## src/rtl/mem_source_sequencer.sv

```systemverilog
// rtl/mem_source_sequencer.sv - ROM-then-buffer word sequencer with 2-entry tagged output FIFO
module mem_source_sequencer #(
    parameter int BIT_WIDTH   = 32,
    parameter int EXTRA_BIT   = 2,
    parameter int NUM_BUFFERS = 2,
    parameter int INIT_DEPTH  = 16,
    parameter int ADDR_WIDTH  = 4,
    parameter int SEL_WIDTH   = 1
) (
    input  logic                                         CLK,
    input  logic                                         RST_N,
    input  logic                                         START,
    input  logic                                         STOP,
    input  logic [SEL_WIDTH-1:0]                         BUF_SEL,
    output logic                                         ROM_RD_EN,
    output logic [ADDR_WIDTH-1:0]                        ROM_ADDR,
    input  logic [BIT_WIDTH+EXTRA_BIT-1:0]               ROM_OUTPUT,
    input  logic [NUM_BUFFERS*(BIT_WIDTH+EXTRA_BIT)-1:0] BUFFER_OUTPUT,
    input  logic [NUM_BUFFERS-1:0]                       BUFFER_VALID,
    output logic [NUM_BUFFERS-1:0]                       BUFFER_READY,
    output logic [BIT_WIDTH+EXTRA_BIT-1:0]               SCALAR_OUTPUT,
    output logic                                         SCALAR_VALID,
    input  logic                                         SCALAR_READY,
    output logic                                         SCALAR_SRC,
    output logic                                         INITIAL_ROM_READ_FLAG,
    output logic                                         BUSY,
    output logic                                         DONE,
    output logic                                         SEL_ERR
);

    localparam int W = BIT_WIDTH + EXTRA_BIT;
    // Address counter is one bit wider so it can reach INIT_DEPTH == 2^ADDR_WIDTH.
    localparam logic [ADDR_WIDTH:0] DEPTH = (ADDR_WIDTH+1)'(INIT_DEPTH);

    typedef enum logic [1:0] {
        S_IDLE     = 2'd0,
        S_ROM_FILL = 2'd1,
        S_RUN      = 2'd2,
        S_DRAIN    = 2'd3
    } state_t;

    state_t                state_q, state_d;
    logic [ADDR_WIDTH:0]   addr_q, addr_d;
    logic                  inflight_q, inflight_d;
    logic                  pending_q, pending_d;
    logic                  sel_err_q, sel_err_d;
    logic                  done_q, done_d;
    logic [1:0]            count_q, count_d;
    logic                  rd_ptr_q, rd_ptr_d;
    logic                  wr_ptr_q, wr_ptr_d;
    logic [W-1:0]          data_q [2];
    logic [W-1:0]          data_d [2];
    logic                  src_q [2];
    logic                  src_d [2];

    logic [W-1:0]          sel_data;
    logic [NUM_BUFFERS-1:0] sel_onehot;
    logic                  sel_ok;
    logic                  pop;
    logic                  push;
    logic                  buf_push;
    logic [W-1:0]          push_data;
    logic [2:0]            occ;
    logic [2:0]            room_lim;
    logic                  rom_rd_en;
    logic [NUM_BUFFERS-1:0] buf_ready;

    // Decode BUF_SEL into a one-hot channel select and mux that channel's data.
    always_comb begin
        sel_data   = '0;
        sel_onehot = '0;
        for (int k = 0; k < NUM_BUFFERS; k++) begin
            if (BUF_SEL == SEL_WIDTH'(k)) begin
                sel_data      = BUFFER_OUTPUT[k*W +: W];
                sel_onehot[k] = 1'b1;
            end
        end
        sel_ok = |sel_onehot;
    end

    // Handshake and issue decisions; the pop this cycle frees a slot for a new issue.
    always_comb begin
        pop       = (count_q != 2'd0) && SCALAR_READY;
        occ       = {1'b0, count_q} + {2'b00, inflight_q};
        room_lim  = 3'd2 + {2'b00, pop};
        rom_rd_en = (state_q == S_ROM_FILL) && (addr_q < DEPTH) && (occ < room_lim);
        buf_ready = ((state_q == S_RUN) && !pending_q && ({1'b0, count_q} < room_lim))
                    ? sel_onehot : '0;
        buf_push  = |(buf_ready & BUFFER_VALID);
        // ROM data returning and buffer transfers never overlap: one is ROM_FILL, the other RUN.
        push      = inflight_q || buf_push;
        push_data = inflight_q ? ROM_OUTPUT : sel_data;
    end

    // Next-state for the sequencing FSM and the 2-entry output FIFO.
    always_comb begin
        state_d    = state_q;
        addr_d     = addr_q;
        inflight_d = rom_rd_en;
        pending_d  = pending_q;
        sel_err_d  = sel_err_q;
        done_d     = 1'b0;
        rd_ptr_d   = rd_ptr_q;
        wr_ptr_d   = wr_ptr_q;
        data_d     = data_q;
        src_d      = src_q;
        count_d    = count_q + {1'b0, push} - {1'b0, pop};

        if (push) begin
            data_d[wr_ptr_q] = push_data;
            src_d[wr_ptr_q]  = inflight_q;
            wr_ptr_d         = ~wr_ptr_q;
        end
        if (pop) begin
            rd_ptr_d = ~rd_ptr_q;
        end

        case (state_q)
            S_IDLE: begin
                if (START) begin
                    sel_err_d = 1'b0;
                    addr_d    = '0;
                    pending_d = 1'b0;
                    state_d   = (INIT_DEPTH > 0) ? S_ROM_FILL : S_RUN;
                end
            end
            S_ROM_FILL: begin
                if (rom_rd_en) begin
                    addr_d = addr_q + 1'b1;
                end
                if (STOP) begin
                    pending_d = 1'b1;
                end
                // All reads issued; the last in-flight word lands in the FIFO on this edge.
                if (addr_q == DEPTH) begin
                    state_d = S_RUN;
                end
            end
            S_RUN: begin
                if (!sel_ok) begin
                    sel_err_d = 1'b1;
                end
                if (STOP || pending_q) begin
                    pending_d = 1'b0;
                    state_d   = S_DRAIN;
                end
            end
            S_DRAIN: begin
                if (count_q == 2'd0) begin
                    done_d  = 1'b1;
                    state_d = S_IDLE;
                end
            end
            default: state_d = S_IDLE;
        endcase
    end

    // State registers with synchronous active-low reset.
    always_ff @(posedge CLK) begin
        if (!RST_N) begin
            state_q    <= S_IDLE;
            addr_q     <= '0;
            inflight_q <= 1'b0;
            pending_q  <= 1'b0;
            sel_err_q  <= 1'b0;
            done_q     <= 1'b0;
            count_q    <= 2'd0;
            rd_ptr_q   <= 1'b0;
            wr_ptr_q   <= 1'b0;
            for (int i = 0; i < 2; i++) begin
                data_q[i] <= '0;
                src_q[i]  <= 1'b0;
            end
        end else begin
            state_q    <= state_d;
            addr_q     <= addr_d;
            inflight_q <= inflight_d;
            pending_q  <= pending_d;
            sel_err_q  <= sel_err_d;
            done_q     <= done_d;
            count_q    <= count_d;
            rd_ptr_q   <= rd_ptr_d;
            wr_ptr_q   <= wr_ptr_d;
            data_q     <= data_d;
            src_q      <= src_d;
        end
    end

    assign ROM_RD_EN             = rom_rd_en;
    assign ROM_ADDR              = addr_q[ADDR_WIDTH-1:0];
    assign BUFFER_READY          = buf_ready;
    assign SCALAR_OUTPUT         = data_q[rd_ptr_q];
    assign SCALAR_SRC            = src_q[rd_ptr_q];
    assign SCALAR_VALID          = (count_q != 2'd0);
    assign INITIAL_ROM_READ_FLAG = (state_q == S_ROM_FILL);
    assign BUSY                  = (state_q != S_IDLE);
    assign DONE                  = done_q;
    assign SEL_ERR               = sel_err_q;

endmodule

```

## config.mk

```make
export PLATFORM = sky130hd
export DESIGN_NAME = mem_source_sequencer
export DESIGN_NICKNAME = d
export VERILOG_FILES = /design/src/rtl/mem_source_sequencer.sv
export SDC_FILE = /design/constraint.sdc
export NUM_CORES = 1
export LEC_CHECK = 0
export ABC_AREA = 0
export CORE_MARGIN = 3
export CORE_UTILIZATION = 44
export DETAILED_ROUTE_END_ITERATION = 12
export GPL_TIMING_DRIVEN = 0
export HOLD_SLACK_MARGIN = 0.06
export PLACE_DENSITY = 0.8
export SKIP_LAST_GASP = 1
export SYNTH_ARGS = -nofsm -noshare
export SYNTH_HDL_FRONTEND = slang
export SYNTH_SLANG_ARGS = --single-unit
```

## constraint.sdc

```tcl
create_clock -name CLK -period 3.23 [get_ports CLK]
set_clock_uncertainty 0.15 [all_clocks]
set_input_delay 0.323 -clock CLK [delete_from_list [all_inputs] [get_ports CLK]]
set_output_delay 0.323 -clock CLK [all_outputs]
set_load 0.01 [all_outputs]
```

==> results of run 1 <==
## where the power goes
part / internal (W) / total [W] / switching, W
Combinational: 0.000817 / 0.00163 / 0.000810
Sequential: 0.00123 / 0.00134 / 0.000108
Clock: 0.000440 / 0.000831 / 0.000391
## layout make-up
type | instances | area, um2 | area share, %
Buffer | 37 | 211 | 3.49
Sequential cell | 85 | 1700 | 28.1
Clock buffer | 9 | 124 | 2.04
Clock inverter | 7 | 98.8 | 1.63
Timing Repair Buffer | 155 | 1550 | 25.6
Inverter | 9 | 33.8 | 0.558
Multi-Input combinational cell | 288 | 2200 | 36.4
Tap cell | 108 | 135 | 2.23
## synthesized netlist by cell type, drive strengths merged (3+ instances only)
| master | number |
|---|---|
| dfxtp | 85 |
| o2bb2ai | 68 |
| nor2 | 42 |
| a21oi | 36 |
| mux2 | 35 |
| mux2i | 35 |
| buf | 24 |
| clkbuf | 13 |
| ha | 11 |
| inv | 9 |
| nand3 | 9 |
| nand2 | 8 |
| o21ai | 8 |
| and2 | 4 |
| nand2b | 4 |
| xnor2 | 4 |
| a211oi | 3 |
| a21boi | 3 |
## through the flow
step	power (W)	setup WS [ns]
after global placement	0.00293	0.552
after floorplan	0.00229	0.995
after global routing	0.00401	0.0595
after detailed placement	0.00298	0.551
final	0.00379	0.219
after CTS	0.00381	0.155
## routing by layer
metal / vias to the layer above / wire (um) / global-route usage [%]
met3: 12 / 833 / 4.47
li1: 1863 / - / -
met5: - / 0 / 0
met2: 128 / 5780 / 37.9
met4: 0 / 104 / 5.88
met1: 1745 / 4990 / 26.7
## worst min path at each step
| stage | slack, ns | endpoint | cells after the start |
|---|---|---|---|
| floorplan | 0.28 | data_q[0] | 1 |
| global placement | 0.29 | data_q[10] | 1 |
| detailed placement | 0.29 | data_q[3] | 1 |
| CTS | 0.31 | data_q[9] | 1 |
| global route | 0.32 | data_q[3] | 1 |
| finish | 0.31 | data_q[9] | 1 |
## logic make-up after synthesis
family	after synthesis	synth area share [%]
buffers and inverters	46	5.91
adder cells (fa/ha/maj)	11	3.32
flip-flops	85	41.0
XOR/XNOR	5	1.06
AND/OR/NAND/NOR	76	8.20
AO/OA/AOI/OAI	126	22.6
multiplexers	70	17.9
## registers in the layout, summed over array words and instances (netlist names), 2 cells and up
signal,count
addr_q,5
state_q,2
data_q,68
src_q,2
count_q,2
==> key figures, run 1 <==
Min path
  – Worst hold start: data_q[9]
  – Min-Delay Path Class: flop to flop

Floorplanning
  – IO Count: 157
  – Core area: 8930 um2
  – Die area: 10600 um2
  – Die width: 103 um
  – Row count: 34
  – Initial Util: 46.5%
  – Die Ht: 103 um

Logic synthesis
  – Area of the mapped netlist: 4150 um2
  – Largest cells by area after synthesis: dfxtp_1 (41%), o2bb2ai_1 (14%), mux2_2 (9.5%)
  – Syn avg cell area: 9.91 um2
  – Synth Flop Type: dfxtp_1
  – Synth top area share: 41.0%
  – Synth warn: 0
  – Synth Register Bits: 85
  – Synth Instances: 419
  – Distinct cells, synth: 40
  – Async SR Flop Fraction: 0%
  – Area leader, netlist: dfxtp_1
  – Number of flops mapped to enable cells by yosys: 0
  – Syn_nets: 540
  – Post-synthesis sequential area ratio: 41.0%

Worst setup path
  – FF-to-FF End: count_q[1]
  – Reg2reg path depth: 13
  – Worst path bufs/invs: 3
  – Crit path required time: 2.76 ns
  – CP max-delay cell: buf_1
  – Crit path kind: flop to output port
  – Worst Setup Start Kind: flop
  – RR Startpoint: state_q[0]
  – Worst endpoint data arrival time: 2.54 ns
  – Crit Path Max Fanout: 10
  – CP delay by family, top: buffers and inverters
  – Worst Setup SP: rd_ptr_q
  – CP max stage delay: 0.54 ns
  – Critical path endpoint category: output port
  – Crit path depth: 4
  – Critical-path cell list: clkbuf_1 > buf_1 > mux2_2 > clkdlybuf4s50_1
  – Critical Path End: SCALAR_OUTPUT[17]
  – R2R Setup Slk: 0.76 ns

Final layout
  – Synthesis-to-finish area growth: 46.0%
  – Final net count: 706
  – Core Util, Final: 67.8%
  – Fin cells: 698
  – Ant diodes: 0
  – Layout cells sized above 1: 13.2%
  – # fillers: 725
  – Commonest non-fill, non-tap cell in the layout: clkdlybuf4s50_1
  – Commonest non-fill, non-tap cells in the layout: clkdlybuf4s50_1 (155), dfxtp_1 (85), o2bb2ai_1 (68)
  – Final instance area: 6060 um2

Power and ir drop
  – Leak Pwr: 2.39 nW
  – VDD IR max: 0.272 mV
  – Pwr Density: 626 nW/um2

Clock tree
  – CTS tree: built
  – H-Tree Depth: 3
  – Clock slew at reported path FFs: 0.09 ns
  – Resized cells post-CTS: 0
  – CTS Sinks: 85
  – CTS Buffer Depth: 2
  – Hold_buf cts: 0
  – Root Driver: clkbuf_8
  – TritonCTS buffer count: 9
  – Setup bufs post-CTS: 0
  – Worst-Skew Late Latency: 0.34 ns

GRT
  – Gr ovfl total: 0
  – Largest net degree at the start of global routing: 16
  – Overall Global Routing Usage: 21.5%
  – First-pass GRT wire length: 18.0 mm
  – Vias in the first global route: 3808
  – Antenna violations before repair: 0

Flow run
  – Total of max-cap violations: 0

Detailed routing
  – Pre-Repair DR Iteration Count: 4
  – Via density: 5.37
  – DR vias: 3748
  – Antenna-violating nets left: 0
  – DR iter-0 viols: 105
  – Routed len/inst: 16.8 um
  – Final WL: 11.7 mm
  – # DRC: 0

Timing
  – RSZ-0062 raised after global routing: false
  – Final hold vios: 0
  – Final Hold Slack: 0.314 ns
  – Fin. max-slew vios: 0
  – Final period util: 93.2%
  – Setup TNS: 0 ns
  – Worst-Margin Slew: 0.612 ns
  – Final-report setup violation count: 0
  – Final min period: 3.01 ns
  – Slew margin rel.: 59.2%
  – Fmax: 332 MHz

Placed design
  – I/O Buffers: 155
  – HPWL after detailed placement: 8.87 mm
  – Post-DP Area: 5840 um2
  – Placed cell count: 682
  – Routability Congestion: 0.812

Status
  – Status: finished clean
Note: power is estimated with default switching activity, not from simulation.
==> run 2: changes to the inputs <==
- GPL_TIMING_DRIVEN: 0 -> not set
==> key figures, run 2 (same netlist as run 1, synthesis figures left out) <==
Status
  – Status: finished clean

GRT
  – Overall Global Routing Usage: 20.3% (-1.3 points)
  – Largest net degree at the start of global routing: 72 (+56)
  – Vias in the first global route: 3627 (-4.8%)
  – Gr ovfl total: 0 (unchanged)
  – Antenna violations before repair: 0 (unchanged)
  – First-pass GRT wire length: 16.9 mm (-5.9%)

Timing
  – Fmax: 378 MHz (+14%)
  – Fin. max-slew vios: 0 (unchanged)
  – Slew margin rel.: 55.7% (-3.5 points)
  – RSZ-0062 raised after global routing: false
  – Final period util: 82.0% (-11 points)
  – Worst-Margin Slew: 0.664 ns (+0.0523 ns)
  – Setup TNS: 0 ns (unchanged)
  – Final-report setup violation count: 0 (unchanged)
  – Final min period: 2.65 ns (-0.364 ns)
  – Final hold vios: 0 (unchanged)

Final layout
  – # fillers: 738 (+1.8%)
  – Biggest register: data_q
  – Biggest regs: data_q (68), addr_q (5)
  – Fin cells: 673 (-3.6%)
  – Max reg flops: 68 (unchanged)
  – Layout cells sized above 1: 12.4% (-0.83 points)
  – Commonest non-fill, non-tap cells in the layout: clkdlybuf4s50_1 (155), dfxtp_1 (83), o2bb2ai_1 (68)
  – Ant diodes: 0 (unchanged)
  – Synthesis-to-finish area growth: 44.0%
  – Final instance area: 5980 um2 (-1.4%)
  – Final net count: 681 (-3.5%)
  – Commonest non-fill, non-tap cell in the layout: clkdlybuf4s50_1

Placed design
  – I/O Buffers: 156 (+0.65%)
  – Routability Congestion: 0.835 (+2.7%)
  – HPWL after detailed placement: 8.16 mm (-8.0%)
  – Placed cell count: 657 (-3.7%)
  – Post-DP Area: 5750 um2 (-1.5%)

Clock tree
  – H-Tree Depth: 3 (unchanged)
  – TritonCTS buffer count: 9 (unchanged)
  – CTS tree: built
  – Hold_buf cts: 0 (unchanged)
  – Worst-Skew Late Latency: 0.36 ns (+0.02 ns)
  – Setup bufs post-CTS: 0 (unchanged)
  – CTS Sinks: 85 (unchanged)
  – Root Driver: clkbuf_8
  – CTS Buffer Depth: 2 (unchanged)
  – Resized cells post-CTS: 0 (unchanged)
  – Clock slew at reported path FFs: 0.08 ns (about the same)

Floorplanning
  – Core area: 8930 um2 (unchanged)
  – Initial Util: 46.5% (unchanged)
  – Die Ht: 103 um (unchanged)
  – Die area: 10600 um2 (unchanged)
  – IO Count: 157 (unchanged)
  – Row count: 34 (unchanged)
  – Die width: 103 um (unchanged)

Power and ir drop
  – Reg power frac: 36.7% (+1.5 points)
  – Leak Pwr: 2.35 nW (-1.7%)
  – Combinational group share of total power: 40.6% (-2.3 points)
  – Pwr Density: 629 nW/um2 (+0.40%)
  – Clock power frac: 22.7% (+0.8 points)
  – Cell Int Power: 0.00247 W (-0.58%)
  – NetSw: 0.00129 W (-1.7%)
  – VDD IR max: 0.252 mV (-7.1%)
  – Total power: 0.00376 W (-0.97%)
  – Sw Share: 34.3% (-0.26 points)

Worst setup path
  – Crit path kind: flop to output port
  – FF-to-FF End: data_q[36]
  – R2R Setup Slk: 0.72 ns (-0.04 ns)
  – Worst endpoint data arrival time: 2.17 ns (-0.37 ns)
  – Critical path endpoint category: output port
  – Crit Path Max Fanout: 19 (+9)
  – Worst Setup Start Kind: flop
  – Crit path required time: 2.76 ns (about the same)
  – Reg2reg path depth: 9 (-4)
  – RR Startpoint: state_q[0]

Detailed routing
  – Antenna-violating nets left: 0 (unchanged)
  – # DRC: 0 (unchanged)
  – DR iter-0 viols: 89 (-15%)
  – Pre-Repair DR Iteration Count: 4 (unchanged)
  – Via density: 5.40 (+0.50%)
  – Routed len/inst: 16.2 um (-3.4%)
  – Final WL: 10.9 mm (-6.8%)
  – DR vias: 3632 (-3.1%)

Min path
  – Worst hold start: data_q[19]
  – Min-Delay Path Class: flop to flop
  – Hold Path Depth: 1 (unchanged)
  – WHS Endpoint: data_q[19]

Flow run
  – Total of max-cap violations: 0 (unchanged)
[run 2: cell types whose count changed in the layout (fill, tap and decap cells not counted), sizes merged]
cell,previous run,this run
clkinv,3,1
buf,24,12
inv,10,12
clkbuf,22,9
[run 2: worst max-delay path by stage]
stage / startpoint / end / slack, ns / depth (start not counted)
after floorplan: state_q[0] / count_q[1] / 0.99 / 13
after detailed placement: SCALAR_READY / count_q[1] / 0.57 / 11
after global placement: SCALAR_READY / count_q[1] / 0.63 / 11
after global routing: rd_ptr_q / SCALAR_OUTPUT[0] / 0.49 / 3
after CTS: rd_ptr_q / SCALAR_OUTPUT[6] / 0.56 / 3
final: rd_ptr_q / SCALAR_OUTPUT[6] / 0.58 / 3
[run 2: routing by layer]
metal / vias up / GRT usage [%] / share of wire (%)
li1: 1816 / - / -
met1: 1683 / 25.0 / 44
met2: 119 / 34.3 / 46
met3: 14 / 5.28 / 7.9
met4: 0 / 6.97 / 1.7
met5: - / 0 / 0
[run 2: final cells by class]
| class | count | area [um2] | share of cell area, % |
|---|---|---|---|
| Clock buffer | 9 | 124 | 2.07 |
| Clock inverter | 7 | 105 | 1.76 |
| Inverter | 9 | 33.8 | 0.565 |
| Multi-Input combinational cell | 288 | 2210 | 37.0 |
| Sequential cell | 85 | 1700 | 28.5 |
| Tap cell | 108 | 135 | 2.26 |
| Timing Repair Buffer | 167 | 1660 | 27.8 |
[run 2: worst max-delay path: stages (launching register included)]
cell and delay (ns):
dfxtp_2 0.66, buf_4 0.29, mux2_2 0.35, clkdlybuf4s50_1 0.51
[run 2: power groups by stage]
stage | Combinational, W | Sequential, W | Clock (W)
2_1_floorplan | 0.000962 | 0.00133 | 0
3_3_place_gp | 0.00149 | 0.00139 | 0
3_5_place_dp | 0.00153 | 0.00140 | 0
4_1_cts | 0.00154 | 0.00138 | 0.000867
5_1_grt | 0.00167 | 0.00141 | 0.000893
6_report | 0.00153 | 0.00138 | 0.000851
[run 2: metrics by stage]
stage | setup slack (ns) | hold slack [ns] | utilization, %
3_5_place_dp | 0.571 | 0.291 | 64.3
5_1_grt | 0.486 | 0.327 | 66.9
6_report | 0.583 | 0.311 | 66.9
3_3_place_gp | 0.628 | 0.288 | 64.3
2_1_floorplan | 0.995 | 0.277 | -
4_1_cts | 0.564 | 0.316 | 66.9
